### config.mk
export PLATFORM = sky130hd
export DESIGN_NAME = fpu_bus_if
export DESIGN_NICKNAME = d
export VERILOG_FILES = /design/src/rtl/fpu_bus_if.sv
export SDC_FILE = /design/constraint.sdc
export NUM_CORES = 1
export LEC_CHECK = 0
export ABC_AREA = 1
export BUFFER_PORTS_ARGS = -buffer_cell sky130_fd_sc_hd__buf_4
export CAP_MARGIN = 10
export CORE_UTILIZATION = 56
export DETAILED_ROUTE_END_ITERATION = 8
export HOLD_SLACK_MARGIN = 0.05
export PLACE_DENSITY = 0.87
export REMOVE_ABC_BUFFERS = 1
export SLEW_MARGIN = 20
export SYNTH_ARGS = -nofsm -noshare
export SYNTH_HDL_FRONTEND = slang
export SYNTH_SLANG_ARGS = --single-unit
### constraint.sdc
create_clock -name clk -period 2.7 [get_ports clk]
set_clock_uncertainty 0.1 [all_clocks]
set_input_delay 0.135 -clock clk [delete_from_list [all_inputs] [get_ports clk]]
set_output_delay 0.135 -clock clk [all_outputs]
set_load 0.005 [all_outputs]
### src/rtl/fpu_bus_if.sv
// Purpose: host-side register interface of the FPU. It holds the operands and op code,
//          launches the arithmetic core, and captures the result behind a level IRQ.
// Latency: a write is visible from the edge after commit. core_start follows the start
//          commit edge by one cycle. The result and cmd_end appear on the core_done edge.
// Backpressure: none on the host bus. Operand writes are dropped while RUN, and a start
//          outside IDLE only sets the sticky overrun flag.
//
// Ports:
//   clk, arst_n          clock, asynchronous active-low reset
//   databus_in/out       8-bit host data; out is 0x00 unless cs=0 and rd=0
//   addr, cs, rd, wr     register address and active-low strobes
//   end_ack              host acknowledge of cmd_end (active-high)
//   cmd_end, busy        end-of-command IRQ level, command-in-progress
//   core_a/b/op          operand and op code registers, driven straight to the core
//   core_start           one-cycle launch pulse to the core
//   core_done/result     completion pulse and result from the core
module fpu_bus_if #(
    parameter int TIMEOUT_CYCLES = 4096
) (
    input  logic        clk,
    input  logic        arst_n,
    input  logic [7:0]  databus_in,
    output logic [7:0]  databus_out,
    input  logic [3:0]  addr,
    input  logic        cs,
    input  logic        rd,
    input  logic        wr,
    input  logic        end_ack,
    output logic        cmd_end,
    output logic        busy,
    output logic [31:0] core_a,
    output logic [31:0] core_b,
    output logic [7:0]  core_op,
    output logic        core_start,
    input  logic        core_done,
    input  logic [31:0] core_result
);

    localparam logic [31:0] QNAN    = 32'h7FC0_0000;
    // The counter value seen on the edge where the RUN cycle count reaches TIMEOUT_CYCLES.
    localparam logic [15:0] TC_LAST = 16'(TIMEOUT_CYCLES - 1);

    typedef enum logic [1:0] {
        IDLE = 2'd0,
        RUN  = 2'd1,
        DONE = 2'd2
    } state_t;

    state_t      state;
    state_t      state_nxt;
    logic        wr_q;
    logic        rd_q;
    logic [31:0] reg_a;
    logic [31:0] reg_b;
    logic [7:0]  reg_op;
    logic [31:0] result;
    logic        overrun;
    logic        timeout;
    logic [15:0] cnt;
    logic [7:0]  rd_data;

    logic        wr_commit;
    logic        start_wr;
    logic        status_rd;
    logic        terminal;

    // A strobe edge only counts when the strobe was high on the previous edge.
    // This way a strobe held low for many cycles commits exactly once.
    assign wr_commit = ~cs & ~wr & wr_q;
    assign start_wr  = wr_commit & (addr == 4'd9);
    assign status_rd = ~cs & ~rd & rd_q & (addr == 4'd13);
    assign terminal  = (cnt == TC_LAST);

    assign core_a  = reg_a;
    assign core_b  = reg_b;
    assign core_op = reg_op;
    assign busy    = (state == RUN);
    assign cmd_end = (state == DONE);

    // Next-state logic. core_done takes priority over the timeout terminal count.
    always_comb begin
        state_nxt = state;
        case (state)
            IDLE: if (start_wr)               state_nxt = RUN;
            RUN:  if (core_done || terminal)  state_nxt = DONE;
            DONE: if (end_ack)                state_nxt = IDLE;
            default:                          state_nxt = IDLE;
        endcase
    end

    always_ff @(posedge clk or negedge arst_n) begin
        if (!arst_n) begin
            state      <= IDLE;
            wr_q       <= 1'b1;
            rd_q       <= 1'b1;
            reg_a      <= '0;
            reg_b      <= '0;
            reg_op     <= '0;
            result     <= '0;
            overrun    <= 1'b0;
            timeout    <= 1'b0;
            cnt        <= '0;
            core_start <= 1'b0;
        end else begin
            state      <= state_nxt;
            wr_q       <= wr;
            rd_q       <= rd;
            core_start <= (state == IDLE) && start_wr;

            // Operands stay frozen while the core is working on them.
            if (wr_commit && state != RUN) begin
                case (addr)
                    4'd0, 4'd1, 4'd2, 4'd3: reg_a[{addr[1:0], 3'b000} +: 8] <= databus_in;
                    4'd4, 4'd5, 4'd6, 4'd7: reg_b[{addr[1:0], 3'b000} +: 8] <= databus_in;
                    4'd8:                   reg_op <= databus_in;
                    default: ;
                endcase
            end

            case (state)
                IDLE: begin
                    if (start_wr) begin
                        cnt     <= '0;
                        timeout <= 1'b0;
                    end
                end
                RUN: begin
                    if (core_done) begin
                        result <= core_result;
                    end else if (terminal) begin
                        result  <= QNAN;
                        timeout <= 1'b1;
                    end else begin
                        cnt <= cnt + 16'd1;
                    end
                end
                default: ;
            endcase

            // If a stray start and a status read ever coincide, the set wins.
            // The host then still sees the overrun on its next status read.
            if (start_wr && state != IDLE)
                overrun <= 1'b1;
            else if (status_rd)
                overrun <= 1'b0;
        end
    end

    always_comb begin
        rd_data = 8'h00;
        case (addr)
            4'd0, 4'd1, 4'd2, 4'd3: rd_data = reg_a[{addr[1:0], 3'b000} +: 8];
            4'd4, 4'd5, 4'd6, 4'd7: rd_data = reg_b[{addr[1:0], 3'b000} +: 8];
            4'd8:                   rd_data = reg_op;
            4'd9:                   rd_data = result[7:0];
            4'd10:                  rd_data = result[15:8];
            4'd11:                  rd_data = result[23:16];
            4'd12:                  rd_data = result[31:24];
            4'd13:                  rd_data = {5'b00000, overrun, timeout, busy};
            default:                rd_data = 8'h00;
        endcase
    end

    assign databus_out = (!cs && !rd) ? rd_data : 8'h00;

endmodule

* After elaboration in Yosys (flattened, before gate mapping)
Cells that the tools add are included.
** Cells by class
- Add/sub/neg operators :: 2
- Multiply operators :: 0
- Div/mod/pow operators :: 0
- Order comparisons :: 0
- Equal/unequal tests :: 23
- Shift operators :: 4
- Mux-type cells :: 20
- Bitwise logic cells :: 9
- Reductions and logical operators :: 22
** Operators with widths (number)
- $bwmux 32 :: 2
- $mux 32 :: 2
- $pmux 8 s8 :: 1
- $shiftx 32x6->8 :: 2
- $mux 16 :: 3
- $pmux 16 s2 :: 1
- $shift 8x7->32 const A :: 1
- $shiftx 8x7->32 :: 1
- $eq 4x4->1 const B :: 6
- $add 16x1->16 const B :: 1
- $eq 16x12->1 const B :: 1
- $eq 4x3->1 const B :: 4
- $eq 4x2->1 const B :: 2
- $mux 8 :: 1
- $ne 2x2->1 const B :: 4
- $reduce_and 2->1 :: 4
- $reduce_and 4->1 :: 2
- $reduce_bool 2->1 :: 4
- $reduce_or 4->1 :: 2
- $neg 5->7 :: 1
- $and 1x1->1 :: 6
- $mux 2 :: 3
- $ne 2x1->1 const B :: 3
- $pmux 2 s3 :: 1
- other kinds (12) :: 22
** Word-level totals
- Register bits :: 127
- Latch bits :: 0
- RAM bits :: 0
- ROM bits :: 0
- Input bits :: 51
- Output and inout port bits :: 83
- Word-level logic and storage cells :: 91
- Memories kept :: 0

* Longest topological paths before layout
Gate-level depths: netlist of run 1.
- Depth after elaboration :: 6
- Depth in mapped cells :: 13
- Gate-level depth less buffers :: 10

* Least setup slack after synthesis of run 1
OpenSTA, ideal clock, no wires.
- Path type :: input to output
- From :: in addr[0]
- To :: out databus_out[4]
- Arrival :: 2.136 ns
- Data required time :: 2.465 ns
- Slack :: 0.329 ns
- Stages on the path :: 12
- Path buffers :: 3
- Cells stage by stage :: clkbuf_1 clkinv_1 clkbuf_1 ha_1 nor2_1 nand2_2 buf_2 nand3_1 nand3_1 nand3_1 nand3_1 a21oi_1
** Between the ends
- Longest elaborated chain between the ends :: 4
- Elaborated cells on any way between the ends :: 20
- Those cells by class :: 13 x eq/ne; 2 x shift; 2 x mux; 3 x reduce/logical
** Ends and longest elaborated chain
- from (decl) :: line 24 : input logic [3:0] addr,
- parallel branches: the longest is 2 deep, another holds $shiftx 32x6->8
- $pmux 8 s8 (*) :: line 151 : case (addr)
- $mux 8 (*) :: line 164 : assign databus_out = (!cs && !rd) ? rd_data : 8'h00;
- to (decl) :: line 23 : output logic [7:0] databus_out,
Mark *: on every way between the ends.

* Worst setup path in the final report of run 1
- From :: in addr[1]
- To :: out databus_out[0]
The elaborated chain is that of the path after synthesis.

==> flow_summary.toml, run 1 <==
[grt]
grt.total_usage = 0.372
grt_max_degree = 54
grt_pass1_wl_um = 35100
antenna_found_initial = 0
grt_overflow = 0
grt_pass1_vias = 6745

[synthesis]
synth_adder_area_share = 0.0148
synthMuxAreaShare = 0
synth-seq-cells = 127
synthXorXnorAreaFrac = 0.00906
yosys.area.top_type_share = 0.462
synthTopCellsByArea = "dfrtp_1 (46%), nand2_1 (10%), nand3_1 (8.1%), o21ai_0 (7.0%), inv_1 (6.6%)"
synth_compound_area_frac = 0.124
yosysUniqueCellTypes = 38
synth_top_family_by_area = "simple AND/OR/NAND/NOR gates"
synthSimpleGateAreaFrac = 0.280
yosys_warnings = 0
synth_cells = 864
syn-cell-area_um2 = 6770
avgSynthCellArea_um2 = 7.83
yosysSeqAreaShare = 0.470
synth_top_cell_by_area = "dfrtp_1"

[sta]
max_freq_ghz = 0.398
fin_crit_ns = 2.51
slew-limit-headroom = 0.534
rsz0062_at_grt = "no"
finalHoldViolCount = 0
slew_violations = 0
period_share = 0.931
fin_tns_setup_ns = 0
setup_viol = 0
tightest_slew_ns = 0.694

[final_layout]
areaGrowthSynthToFinish_pct = 32.2
nets = 1097
final_cell_area_um2 = 8940
drive_gt1_frac = 0.214
nFillCells = 791
antenna_cells = 0
mostFrequentLayoutCell = "nand2_1"
layout_common_cells = "nand2_1 (181), buf_4 (144), dfrtp_1 (125), inv_1 (119), nand3_1 (110)"

[hold_path]
hp-class = "input port to flop"
holdPathStages = 4

[die]
num_rows = 39
pin_count = 134
start_util = 0.583
core_region_area_um2 = 11600
die_area_um2 = 12500
die_h_um = 112
fp.dieW_um = 112

[power]
peakVddDrop_v = 0.000430
power_density_nw_per_um2 = 813
p_leak_uw = 0.00426

[place]
gp_congestion = 0.967
portBuffers = 133
dp_hpwl_um = 14300
place_area_um2 = 7840

[status]
violations = "DRC"
status = "complete, but fails checks"

[clock_tree]
h-tree-depth = 4
cts_buffers = 17
path_clk_slew_ns = 0.05
clock_path_buffers = 2
clock_sinks = 127
cts_root_buf = "clkbuf_16"
cts_tree = "yes"
clk_latency_ns = 0.43

[worst_setup_path]
crit_top_cell = "buf_4"
crit_path_start_kind = "input port"
path_max_fanout = 12
cp-end-kind = "primary output"
cp.arrival_ns = 2.28
r2r_cells = 10
crit_required_ns = 2.47
cp_cell_sequence = "buf_4 > clkinv_1 > ha_1 > buf_4 > clkinv_1 > nor2_2 > nand2_1 > o21ai_0 > nor3_1 > a21oi_1 > buf_4"
slowest_delay_ns = 0.49
criticalPathCategory = "input port to primary output"
crit_path_top_delay_cell = "nor2_2"

[run]
maxCapViolCount = 0

[route]
routedWlPerCell_um = 18.5
drc = 8
routed_wl_um = 22100
vias = 6987
vias_per_cell = 5.85
drtIter0Drc = 1010
dr.pass1.iters = 9
antenna_left = 0
[report_power, final]
group	total (µW)	internal, µW	switching, µW
sequential	2700	2400	300
combinational	2020	790	1230
clock	2550	1700	843
total	7270	4900	2370
[what timing repair did]
item                                    in CTS  in global routing
hold buffers                                44                  0
setup buffers                                0                  0
endpoints found under the hold margin       86                  0
endpoints found under the setup margin       0                  2
resized for setup                            0                  2
[per-stage QoR]
stage / cells / setup WS (ns) / hold slack (ns) / total power [µW] / utilization
final: 1194 / 0.186 / 0.0750 / 7270 / 0.770
after global routing: 1194 / 0.0644 / 0.0896 / 7590 / 0.770
after CTS: 1194 / 0.194 / 0.0619 / 7170 / 0.770
after detailed placement: 1118 / 0.227 / 0.0576 / 4560 / 0.675
after global placement: 1118 / 0.343 / 0.0562 / 4490 / 0.675
after floorplan: 830 / 0.129 / -0.261 / 3620 / -
[critical path, delay by kind of cell]
family / cells / cell delay (ns)
AO/OA/AOI/OAI: 2 / 0.34
buffers and inverters: 5 / 0.95
AND/OR/NAND/NOR: 3 / 0.66
adder cells (fa/ha/maj): 1 / 0.19
[synthesized netlist by cell type (all sizes together)]
cell type,count
o22ai,11
clkinv,4
dfrtp,125
nand3,112
nand2,187
xnor2,1
o221ai,2
buf,27
dfstp,2
nor3,19
o21bai,1
inv,126
nor4,1
a21oi,19
clkbuf,7
a31o,3
ha,8
o21ai,115
xor2,6
or2,5
o31ai,1
nor2,72
nor3b,1
nand4,9
[logic make-up after synthesis]
logic type,after synthesis
buf+inv,164
fa+ha+maj,8
compound gates,152
flops,127
simple gates,406
xor+xnor,7
[sequential cells by signal, indices dropped and copies added (netlist names)]
name and count:
timeout 1, state 2, overrun 1, cnt 16
wr_q 1, result 32, rd_q 1, core_start 1
core_op 8, core_a 32, core_b 32
[per-layer routing]
metal,vias up,GRT usage,share of wire
li1,3143,-,-
met1,3225,0.478,0.39
met2,492,0.583,0.46
met3,127,0.0909,0.10
met4,0,0.199,0.057
met5,-,0,0
[path summary, 6_finish.rpt]
| kind | startpoint | to | slack (ns) |
|---|---|---|---|
| worst min-delay path | addr[2] | core_start | 0.08 |
| max in group asynchronous | arst_n | core_a[7] | 1.49 |
| worst max-delay path | addr[1] | databus_out[0] | 0.19 |
| worst max register to register | cnt[0] | cnt[2] | 0.35 |
| worst min register to register | result[26] | result[26] | 0.43 |
| min in group asynchronous | arst_n | result[16] | 0.15 |
[cell type report]
cell class                      count  area, µm²  area share
Tap cell                          143        179      0.0200
Clock buffer                       21        470      0.0526
Inverter                          130        488      0.0546
Multi-Input combinational cell    573       2900       0.324
Sequential cell                   127       3180       0.356
Timing Repair Buffer              189       1540       0.172
Clock inverter                     11        185      0.0207
(Power assumes the default switching activity.)
==> run 2: changes to the inputs <==
- PLACE_DENSITY: 0.87 -> 0.82
==> flow_summary.toml, run 2 (synthesis results as in run 1) <==
[power]
p_int_uw = 4860
pwr-share-comb = 0.274
p_seq_frac = 0.376
peakVddDrop_v = 0.000546
netSwitchingPower_uw = 2250
power_density_nw_per_um2 = 794
power_frac_clock = 0.350
p_leak_uw = 0.00427
p_sw_frac = 0.317

[grt]
antenna_found_initial = 0
grt_overflow = 0
grt_pass1_vias = 6519
grt_max_degree = 45
grt_pass1_wl_um = 32900
grt.total_usage = 0.341

[die]
die_area_um2 = 12500
start_util = 0.583
core_region_area_um2 = 11600
die_h_um = 112
fp.dieW_um = 112
pin_count = 134
num_rows = 39

[worst_setup_path]
cp-end-kind = "primary output"
r2r-end = "cnt[2]"
path_max_fanout = 33
regToRegSetupSlack_ns = 0.37
cp-startpoint = "addr[1]"
criticalPathCategory = "input port to primary output"
crit_path_start_kind = "input port"
r2r-start = "cnt[0]"
cp-endpoint = "databus_out[3]"
crit_required_ns = 2.47
r2r_cells = 10
cp.arrival_ns = 2.31

[final_layout]
drive_gt1_frac = 0.214
antenna_cells = 0
nets = 1099
multiInputGateArea_um2 = 2900
mostFrequentLayoutCell = "nand2_1"
layout.area.seq_um2 = 3180
final_cell_area_um2 = 8960
nFillCells = 803
areaGrowthSynthToFinish_pct = 32.4
layout_common_cells = "nand2_1 (182), buf_4 (145), dfrtp_1 (125), inv_1 (119), nand3_1 (110)"
fin_util = 0.771

[clock_tree]
path_clk_slew_ns = 0.06
cts_tree = "yes"
cts_root_buf = "clkbuf_16"
cts_buffers = 17
clock_sinks = 127
h-tree-depth = 4
clk_latency_ns = 0.42
clock_path_buffers = 2

[run]
maxCapViolCount = 0

[route]
drtIter0Drc = 662
vias = 6753
vias_per_cell = 5.65
routed_wl_um = 20500
drc = 11
dr.pass1.iters = 8
antenna_left = 0
routedWlPerCell_um = 17.1

[place]
dp_hpwl_um = 13500
gp_congestion = 0.902
portBuffers = 133
place_area_um2 = 7850

[sta]
slew-limit-headroom = 0.481
period_share = 0.941
fin_tns_setup_ns = 0
max_freq_ghz = 0.394
finalHoldViolCount = 0
rsz0062_at_grt = "no"
tightest_slew_ns = 0.773
fin_crit_ns = 2.54
slew_violations = 0
setup_viol = 0

[hold_path]
hp-class = "input port to flop"

[status]
status = "complete, but fails checks"
violations = "DRC"
## run 2: cell count changes in the layout (fill, tap and decap cells not counted)
cell | before | now
dlygate4sd3_1 | 44 | 45
nand2_1 | 181 | 182
clkinv_4 | 0 | 1
clkinv_2 | 4 | 2
clkbuf_8 | 3 | 5
bufinv_16 | 5 | 4
nand2_2 | 3 | 2
buf_4 | 144 | 145
## run 2: timing repair
action                                  4_1_cts  5_1_grt
gates resized for setup                       0        1
setup buffers                                 0        0
endpoints found under the setup margin        0        2
endpoints found under the hold margin        88        0
hold buffers                                 45        0
## run 2: per-layer routing
layer,GRT usage,routed length [µm],vias to the layer above
met5,0,0,-
met4,0.204,976,0
met3,0.0528,1450,82
met2,0.530,9600,371
met1,0.455,8450,3153
li1,-,-,3147
## run 2: worst min path at each step
| stage | from | to | slack, ns | depth (start not counted) |
|---|---|---|---|---|
| 6_report | addr[2] | overrun | 0.13 | 4 |
| 5_1_grt | cs | core_start | 0.16 | 4 |
| 4_1_cts | addr[2] | overrun | 0.12 | 4 |
| 2_1_floorplan | arst_n | cnt[0] | -0.26 | 0 |
| 3_3_place_gp | arst_n | core_b[10] | 0.07 | 1 |
| 3_5_place_dp | arst_n | core_a[8] | 0.07 | 1 |
## run 2: layout make-up
class | instances | area share
Clock buffer | 23 | 0.0556
Clock inverter | 9 | 0.0172
Inverter | 130 | 0.0545
Multi-Input combinational cell | 573 | 0.324
Sequential cell | 127 | 0.355
Tap cell | 143 | 0.0200
Timing Repair Buffer | 191 | 0.174
## run 2: critical path, stage by stage
cell and delay, ns:
buf_4 0.10, clkinv_1 0.19, ha_1 0.32, nor2_1 0.29, nand2_2 0.13, buf_4 0.27, nand3_1 0.11, nand3_1 0.09
nand3_1 0.16, nand3_1 0.14, a21oi_1 0.23, buf_4 0.15
## run 2: power by group through the flow
stage / clock, µW / sequential [µW] / combinational, µW
finish: 2490 / 2680 / 1950
global route: 2600 / 2710 / 2150
CTS: 2500 / 2660 / 1910
detailed placement: 0 / 2680 / 1830
global placement: 0 / 2670 / 1800
floorplan: 0 / 2640 / 975
## run 2: through the flow
| step | setup WS (ns) | hold WS [ns] | total power, µW | instances |
|---|---|---|---|---|
| 6_report | 0.159 | 0.129 | 7110 | 1196 |
| 5_1_grt | 0.0430 | 0.155 | 7470 | 1196 |
| 4_1_cts | 0.241 | 0.121 | 7070 | 1196 |
| 3_5_place_dp | 0.269 | 0.0714 | 4520 | 1119 |
| 3_3_place_gp | 0.312 | 0.0705 | 4470 | 1119 |
| 2_1_floorplan | 0.129 | -0.261 | 3620 | 830 |
